==> src/rtl/btn_pulse_cond.sv <==
// Button conditioning ahead of the two-button lock: sync, debounce, press arbitration.
// Latency: a held raw change flips the stable level SYNC_STAGES+DEBOUNCE_CYCLES-1 edges later; pulse one edge after.
// No backpressure; optional sticky conflict flag via `define BTN_CONFLICT_STICKY_EN.
module btn_pulse_cond #(
  parameter int SYNC_STAGES     = 2,
  parameter int DEBOUNCE_CYCLES = 4,
  parameter int CNT_W           = 3
) (
  input  logic clk,
  input  logic reset,
  input  logic btn0_raw,
  input  logic btn1_raw,
  output logic pulse0,
  output logic pulse1,
  output logic busy,
  output logic conflict
);

  localparam logic [CNT_W-1:0] CNT_MAX = CNT_W'(DEBOUNCE_CYCLES - 1);

  typedef enum logic [1:0] {
    IDLE  = 2'd0,
    HOLD0 = 2'd1,
    HOLD1 = 2'd2,
    BOTH  = 2'd3
  } state_t;

  logic [1:0]             raw;
  logic [SYNC_STAGES-1:0] sync_q [2];
  logic [SYNC_STAGES-1:0] fill_q;
  logic [CNT_W-1:0]       cnt_q  [2];
  logic [1:0]             s;
  logic [1:0]             stable_q;
  logic [1:0]             stable_d_q;
  logic [1:0]             armed_q;
  logic [1:0]             rise;
  logic                   filled;
  state_t                 state_q;

  assign raw    = {btn1_raw, btn0_raw};
  assign s      = {sync_q[1][SYNC_STAGES-1], sync_q[0][SYNC_STAGES-1]};
  assign filled = fill_q[SYNC_STAGES-1];

  // A press only counts once the button has been seen released since reset, so a
  // button held through reset cannot produce a pulse until it is let go and re-pressed.
  assign rise = stable_q & ~stable_d_q & armed_q;

  // Marks the point after reset where the synchronizer outputs reflect real samples.
  always_ff @(posedge clk or posedge reset) begin
    if (reset) begin
      fill_q <= '0;
    end else begin
      fill_q <= {fill_q[SYNC_STAGES-2:0], 1'b1};
    end
  end

  // Per-button synchronizer, debounce counter, stable level and release-arming.
  always_ff @(posedge clk or posedge reset) begin
    if (reset) begin
      for (int i = 0; i < 2; i++) begin
        sync_q[i] <= '0;
        cnt_q[i]  <= '0;
      end
      stable_q   <= '0;
      stable_d_q <= '0;
      armed_q    <= '0;
    end else begin
      stable_d_q <= stable_q;
      for (int i = 0; i < 2; i++) begin
        sync_q[i] <= {sync_q[i][SYNC_STAGES-2:0], raw[i]};
        if (s[i] != stable_q[i]) begin
          if (cnt_q[i] == CNT_MAX) begin
            stable_q[i] <= s[i];
            cnt_q[i]    <= '0;
          end else begin
            cnt_q[i] <= cnt_q[i] + CNT_W'(1);
          end
        end else begin
          // Any sample agreeing with the stable level restarts the count.
          cnt_q[i] <= '0;
        end
        if (filled && !s[i] && !stable_q[i]) begin
          armed_q[i] <= 1'b1;
        end
      end
    end
  end

  // Arbiter: single accepted press per episode, overlap suppresses pulses and flags conflict.
  always_ff @(posedge clk or posedge reset) begin
    if (reset) begin
      state_q  <= IDLE;
      pulse0   <= 1'b0;
      pulse1   <= 1'b0;
      busy     <= 1'b0;
      conflict <= 1'b0;
    end else begin
      pulse0 <= 1'b0;
      pulse1 <= 1'b0;
`ifndef BTN_CONFLICT_STICKY_EN
      conflict <= 1'b0;
`endif
      case (state_q)
        IDLE: begin
          if (rise[0] && rise[1]) begin
            state_q  <= BOTH;
            busy     <= 1'b1;
            conflict <= 1'b1;
          end else if (rise[0]) begin
            state_q <= HOLD0;
            busy    <= 1'b1;
            pulse0  <= 1'b1;
`ifdef BTN_CONFLICT_STICKY_EN
            conflict <= 1'b0;
`endif
          end else if (rise[1]) begin
            state_q <= HOLD1;
            busy    <= 1'b1;
            pulse1  <= 1'b1;
`ifdef BTN_CONFLICT_STICKY_EN
            conflict <= 1'b0;
`endif
          end else begin
            busy <= 1'b0;
          end
        end
        HOLD0: begin
          if (rise[1]) begin
            state_q  <= BOTH;
            conflict <= 1'b1;
          end else if (!stable_q[0] && !stable_q[1]) begin
            state_q <= IDLE;
            busy    <= 1'b0;
          end
        end
        HOLD1: begin
          if (rise[0]) begin
            state_q  <= BOTH;
            conflict <= 1'b1;
          end else if (!stable_q[0] && !stable_q[1]) begin
            state_q <= IDLE;
            busy    <= 1'b0;
          end
        end
        BOTH: begin
          if (!stable_q[0] && !stable_q[1]) begin
            state_q <= IDLE;
            busy    <= 1'b0;
          end
        end
        default: begin
          state_q <= IDLE;
          busy    <= 1'b0;
        end
      endcase
    end
  end

endmodule

==> config.mk <==
export PLATFORM = sky130hd
export DESIGN_NAME = btn_pulse_cond
export DESIGN_NICKNAME = d
export VERILOG_FILES = /design/src/rtl/btn_pulse_cond.sv
export SDC_FILE = /design/constraint.sdc
export NUM_CORES = 1
export LEC_CHECK = 0
export ABC_AREA = 1
export BUFFER_PORTS_ARGS = -buffer_cell sky130_fd_sc_hd__buf_2
export CORE_ASPECT_RATIO = 1.1
export CORE_MARGIN = 5
export CORE_UTILIZATION = 30
export CTS_CLUSTER_SIZE = 25
export DETAILED_ROUTE_END_ITERATION = 7
export PLACE_DENSITY = 0.56
export SYNTH_ARGS = -nofsm -noshare
export SYNTH_HDL_FRONTEND = slang
export SYNTH_SLANG_ARGS = --single-unit
==> constraint.sdc <==
create_clock -name clk -period 1.7 [get_ports clk]
set_input_delay 0.085 -clock clk [delete_from_list [all_inputs] [get_ports clk]]
set_output_delay 0.085 -clock clk [all_outputs]
set_load 0.05 [all_outputs]
# After elaboration in Yosys (flattened, before gate mapping)
# Cells that the tools add are included.
[op_classes]
mux = 26
eq_ne = 10
n_addsub = 2
reduce_logical = 14
bitwise = 3
[ops]
columns = ["operator", "count"]
rows = [
  ["1-bit two-way mux", 13],
  ["2-bit two-way mux", 6],
  ["3-bit two-way mux", 4],
  ["2-bit case mux with 4 select lines", 1],
  ["3-bit by 1-bit adder with 3-bit output, second input constant", 2],
  ["3-bit by 2-bit == test with 1-bit output, second input constant", 2],
  ["1-bit logical AND", 6],
  ["2-bit AND reduction", 3],
  ["2-bit bitwise AND", 2],
  ["2-bit == test, second input constant", 2],
  ["1-bit logical NOT", 4],
  ["2-bit != test, second input constant", 2],
  ["4-bit != test, second input constant", 1],
  ["1-bit case mux with 4 select lines", 1],
  ["1-bit case mux with 3 select lines", 1],
  ["2-bit by 1-bit == test with 1-bit output, second input constant", 1],
  ["2-bit logical NOT", 1],
  ["1-bit != test", 2],
  ["2-bit NOT", 1],
]
[totals]
wordCells = 70
input_bits = 4
output_inout_bits = 4
regBits = 24

# Depth between registers and ports, before layout
# Gate-level depths: netlist of the first run.
[logic_depth]
ltp_word = 7
mapped_depth = 4
depth_no_buf = 4

# Worst setup path after synthesis of the first run
# No wires, ideal clock.
[synth_path]
kind = "register -> register"
startpoint = "register cnt_q[0] (netlist name)"
endpoint = "register cnt_q[0] (netlist name)"
path_slack_ps = 776
required_ps = 1614
setup_ps = 86
arrival_time_ps = 838
path_stages_with_launch = 5
path_cell_list = "dfrtp_1 -> ha_1 -> nand2_1 -> inv_1 -> nor3_1"
[synth_via]
elab_chain_cells = 3
elab_cells_between_ends = 4
cone_classes = "1 x add/sub; 1 x eq/ne; 2 x mux"
[synth_lines]
columns = ["element", "line", "rtl"]
rows = [
  ["start: declaration", "31", "logic [CNT_W-1:0] cnt_q [2];"],
  ["start signal: indexed assignment", "76", "cnt_q[i] <= cnt_q[i] + CNT_W'(1);"],
  ["3-bit by 1-bit adder with 3-bit output or 3-bit by 2-bit == test with 1-bit output (tied branches)", "76, 72", ""],
  ["3-bit two-way mux (*)", "72", "if (cnt_q[i] == CNT_MAX) begin"],
  ["3-bit two-way mux (*)", "71", "if (s[i] != stable_q[i]) begin"],
]
# Every way passes the cells marked *; elsewhere a longest branch is shown, timed or not.
# A chain may end at the register's enable or synchronous reset.

# Worst setup path in the final report of the first run
[layout_path]
startpoint = "register cnt_q[3] (netlist name)"
endpoint = "register cnt_q[3] (netlist name)"
# Same word-level chain as after synthesis.

==> reports/metrics.cfg, run 1 <==
[synth]
ys_warn_count=0
syn_area_um2=852
synth_top_area_share_pct=70.5
ys_types=16
synth_top_cell_by_area=dfrtp_1
synthTopCellsByArea=dfrtp_1 (70%), nand2_1 (5.7%), inv_1 (3.5%)
syn_area_per_cell_um2=11.4
synth_cells=75
ys_seq_elements=24
synth_seq_area_share_pct=70.5
synthesis.nets=81

[finish]
area_growth_syn_to_layout_pct=16.0
antennaDiodeCount=0
final_cells=122
finalNetCount=97
drive_above_1_share_pct=16.9
nFillCells=295

[route]
first_pass_iters=4
remaining_drc_errors=0
vias_per_cell=4.22
wl_per_cell_um=9.67
drtIter0Drc=4
final_antenna_net_count=0
wirelength_um=1180
dr_total_vias=515

[worst_setup_path]
crit_path_end_kind=flop
critical_path_class=flop to flop
cp.required_ns=1.93
crit_fanout=4
cp.arrival_ns=1.25
crit_path_start_kind=flop

[sta]
rsz0062_at_grt=false
setup_viol=0
whs_ns=0.347
drv_slew=0
hold_viol=0
min_period_over_period_pct=60.5
max_freq_mhz=973
tns_ns=0
skew_ns=0.00161
period_minus_slack_ns=1.03

[flow_run]
drv_cap=0

[die]
rows=20
die_w_um=60.8
start_util_pct=31.0
die_y_um=65.9
io-pin-count=8
core_um2=2750
die_area_um2=4010

[cts]
htreeDepth=1
cts-buffers-inserted=3
clk_latency_ns=0.30
cts_setup_buffers=0
root_buffer=clkbuf_4
cts.path.max_buffers=2
cts.sinks=24
cts_tree=built
path_clk_slew_ns=0.12

[global_route]
grt_pass1_wl_um=2090
grt_pass1_vias=501
grt_overflow=0
grt_usage_pct=7.10
grt_antenna_before_repair=0
grt_start_max_net_pins=25

[place]
numPortBuffers=7
dp_hpwl_um=850
gp_congestion=0.654
placedCellCount=116

[power_and_ir_drop]
p_per_area_nw_per_um2=1510
p_leak_nw=0.498
ir_worst_vdd_mv=0.559

[run_status]
outcome=finished, final reports clean

[worst_hold_path]
hp-class=primary input to asynchronous set/reset pin

-- through the flow --
stage | worst slack [ns] | power [mW] | util (%) | area, um2
finish | 0.672 | 1.50 | 35.9 | 988
global route | 0.555 | 1.62 | 35.9 | 988
CTS | 0.654 | 1.53 | 35.9 | 988
detailed placement | 0.683 | 1.28 | 34.0 | 936
global placement | 0.736 | 1.26 | 34.0 | 936
floorplan | 0.776 | 1.17 | - | 852
-- path summary, 6_finish.rpt --
| check | cells after the start | startpoint | to | slack [ns] |
|---|---|---|---|---|
| setup / recovery | 4 | cnt_q[3] | cnt_q[3] | 0.67 |
| hold / removal | 4 | reset | fill_q[0] | 0.35 |
| setup reg to reg | 4 | cnt_q[3] | cnt_q[3] | 0.67 |
| hold reg to reg | 0 | sync_q[2] | s[0] | 0.37 |
| max in group asynchronous | 4 | reset | conflict | 1.13 |
| min in group clk | 0 | sync_q[2] | s[0] | 0.37 |
-- flip-flops by register name, summed over array words and instances (netlist names) --
register / cells
sync_q: 2
busy: 1
conflict: 1
pulse1: 1
cnt_q: 6
s: 2
fill_q: 2
state_q: 2
stable_q: 2
stable_d_q: 2
armed_q: 2
pulse0: 1
-- area by class of cell --
class | count | area, um2 | area share [%]
clock buffer | 3 | 22.5 | 2.28
inverter | 8 | 30.0 | 3.04
sequential | 24 | 601 | 60.8
multi-input combinational | 43 | 221 | 22.4
timing repair buffer | 11 | 72.6 | 7.34
tap | 33 | 41.3 | 4.18
-- critical path, stage by stage, from the launching register on --
cell,delay [ns]
dfrtp_1,0.40
ha_1,0.21
nand2_1,0.12
inv_1,0.06
nor3_1,0.16
-- per-layer routing --
metal	global-route usage, %	vias to the layer above	routed length, um
li1	-	261	-
met5	0	-	0
met1	8.47	244	525
met4	4.88	0	9
met2	11.0	8	586
met3	1.76	2	59
-- cells in the final DEF, fill, tap and decap left out --
cell           instances
ha_1                   2
nor3_1                 4
or2_2                  1
nand2_1               13
nor2_1                 8
nand2_2                1
buf_2                  7
dfrtp_1               24
o22ai_1                1
o21ai_0                4
inv_1                  8
a21oi_1                1
nand3_1                1
clkbuf_4               3
xnor2_1                2
buf_4                  1
nor2_2                 2
dlygate4sd3_1          3
conb_1                 1
o21bai_1               2
-- where the power goes --
part	total [mW]	switching, mW	internal (mW)
combinational	0.453	0.297	0.157
clock	0.235	0.153	0.0826
sequential	0.807	0.0962	0.710
total	1.50	0.545	0.950
-- synthesized netlist by cell type --
| cell type | instances |
|---|---|
| a21oi_1 | 1 |
| conb_1 | 1 |
| dfrtp_1 | 24 |
| ha_1 | 2 |
| inv_1 | 8 |
| nand2_1 | 13 |
| nand2_2 | 1 |
| nand3_1 | 1 |
| nor2_1 | 8 |
| nor2_2 | 2 |
| nor3_1 | 4 |
| o21ai_0 | 4 |
| o21bai_1 | 2 |
| o22ai_1 | 1 |
| or2_2 | 1 |
| xnor2_1 | 2 |
-- repair_timing --
item,in CTS,in global routing
hold buffers,3,0
hold endpoints to repair,26,0
endpoints found under the setup margin,0,0
gates resized for setup,0,0
-- logic make-up (layout without fill, tap and decap cells) --
| logic type | Yosys count | count (layout) | synth area share, % |
|---|---|---|---|
| AO/OA/AOI/OAI | 8 | 8 | 5.43 |
| AND/OR/NAND/NOR | 30 | 30 | 15.1 |
| buffers and inverters | 8 | 22 | 3.52 |
| flip-flops | 24 | 24 | 70.5 |
| other | 1 | 1 | 0.440 |
| adder cells (fa/ha/maj) | 2 | 2 | 2.94 |
| XOR/XNOR | 2 | 2 | 2.06 |
Power figures use the tool's default switching activity.
==> run 2: changes to the inputs <==
PLACE_DENSITY = 0.58   (was 0.56)
clock period = 0.9 ns   (was 1.7 ns; I/O delays follow)
==> run 2 against run 1 <==
Against the previous run: die area unchanged; maximum frequency increased by 11%; critical endpoint unchanged; power increased to 2.5 times the previous value; clock power increased to 3.2 times the previous value; design area increased by 22%; utilization increased by 7.7 points; the run now ends with setup timing left; clock-buffer cell count unchanged; wire length increased by 14%; critical path type unchanged; worst hold slack got worse by 0.040 ns; sequential share of layout area decreased by 11 points; first-iteration DRC count decreased by 25%; clock skew about the same.
==> reports/metrics.cfg, run 2 (synthesis results as in run 1) <==
[place]
gp_congestion=0.721
numPortBuffers=7
dp_hpwl_um=914
dpl-instance-area_um2=961

[die]
die_w_um=60.8
io-pin-count=8
start_util_pct=31.0
die_area_um2=4010
die_y_um=65.9
rows=20
core_um2=2750

[sta]
min_period_over_period_pct=103
tns_ns=-0.111
max_freq_mhz=1080
setup_viol=7
whs_ns=0.307
skew_ns=0.00117
period_minus_slack_ns=0.929
drv_slew=0
worst_slack_ns=-0.0287
hold_viol=0
rsz0062_at_grt=true

[finish]
finalNetCount=102
area_growth_syn_to_layout_pct=41.0
drive_above_1_share_pct=43.2
largest_register=cnt_q
largest_register_ffs=6
layout_common_cells=dfrtp_1 (22), nand2_1 (8), inv_1 (6), buf_4 (6), nor2_1 (5)
antennaDiodeCount=0
final_common_cell=dfrtp_1
fin_area_um2=1200

[global_route]
grt_antenna_before_repair=0
grt_pass1_vias=586
grt_pass1_wl_um=2330
grt_start_max_net_pins=25
grt_usage_pct=8.08
grt_overflow=0

[route]
final_antenna_net_count=0
remaining_drc_errors=0
first_pass_iters=2
drtIter0Drc=3
vias_per_cell=4.32
wl_per_cell_um=10.5
wirelength_um=1350
dr_total_vias=553

[power_and_ir_drop]
p_per_area_nw_per_um2=3130
p_leak_nw=0.556
ir_worst_vdd_mv=1.75

[cts]
cts.sinks=24
cts.path.max_buffers=2
cts-buffers-inserted=3
clk_latency_ns=0.31
htreeDepth=1
path_clk_slew_ns=0.12
root_buffer=clkbuf_4
cts_tree=built

[worst_setup_path]
crit_path_start_kind=flop
critical_path_class=flop to flop
crit_path_end_kind=flop
crit_fanout=4
cp.arrival_ns=1.17
cp.required_ns=1.14

[flow_run]
drv_cap=0

[run_status]
failed_checks=setup timing
outcome=complete, but fails checks

[worst_hold_path]
hp-class=primary input to asynchronous set/reset pin

## run 2: cell types whose count changed in the layout (fill, tap and decap cells not counted), moves of 4 or more
cell,before,now
buf_6,0,4
buf_4,1,6
nand2_1,13,8
buf_2,7,3
## run 2: layer usage
layer	vias to the layer above	global-route usage, %	wire [um]
met5	-	0	0
met4	0	2.44	12
met3	2	4.10	74
met2	12	15.1	798
met1	264	7.33	464
li1	275	-	-
## run 2: through the flow
stage	cells	setup WS (ns)	power, mW	utilization (%)
floorplan	75	0.0287	2.22	-
global placement	118	-0.0196	2.44	34.9
detailed placement	118	-0.0734	2.49	34.9
CTS	126	-0.0500	3.70	42.5
global route	128	-0.0977	4.03	43.6
finish	128	-0.0287	3.75	43.6
## run 2: cell type report
cell class,count,area [um2]
fillers,269,1550
flip-flops and latches,24,603
clock inverters,1,30.0
repair buffers,16,135
inverters,8,30.0
clock buffers,3,22.5
multi-input cells,43,339
well taps,33,41.3
## run 2: timing repair
action	CTS	global route
setup buffers	1	2
pin swaps	3	2
gates resized for setup	29	5
cloned	0	0
endpoints found under the hold margin	26	0
hold buffers	3	0
setup endpoints to repair	13	16
## run 2: critical path: stages (launching register included)
cell and delay (ns):
dfrtp_1 0.43, ha_4 0.18, nand2_4 0.08, inv_2 0.03, nor3_2 0.14
## run 2: path summary, 6_finish.rpt
path                                 from           to  slack [ns]  cells past startpoint
min in group clk                sync_q[0]         s[1]        0.36                      0
max in group asynchronous           reset  stable_q[0]        0.35                      4
worst min-delay path                reset    sync_q[0]        0.31                      4
worst min register to register  sync_q[0]         s[1]        0.36                      0
worst max register to register   cnt_q[3]     cnt_q[3]       -0.03                      4
worst max-delay path             cnt_q[3]     cnt_q[3]       -0.03                      4
## run 2: power breakdown
group          internal, mW  switching [mW]  leakage, nW
Clock                 0.450           0.309       0.0279
Combinational         0.654           0.700        0.235
Sequential             1.35           0.289        0.293
Total                  2.46            1.30        0.556
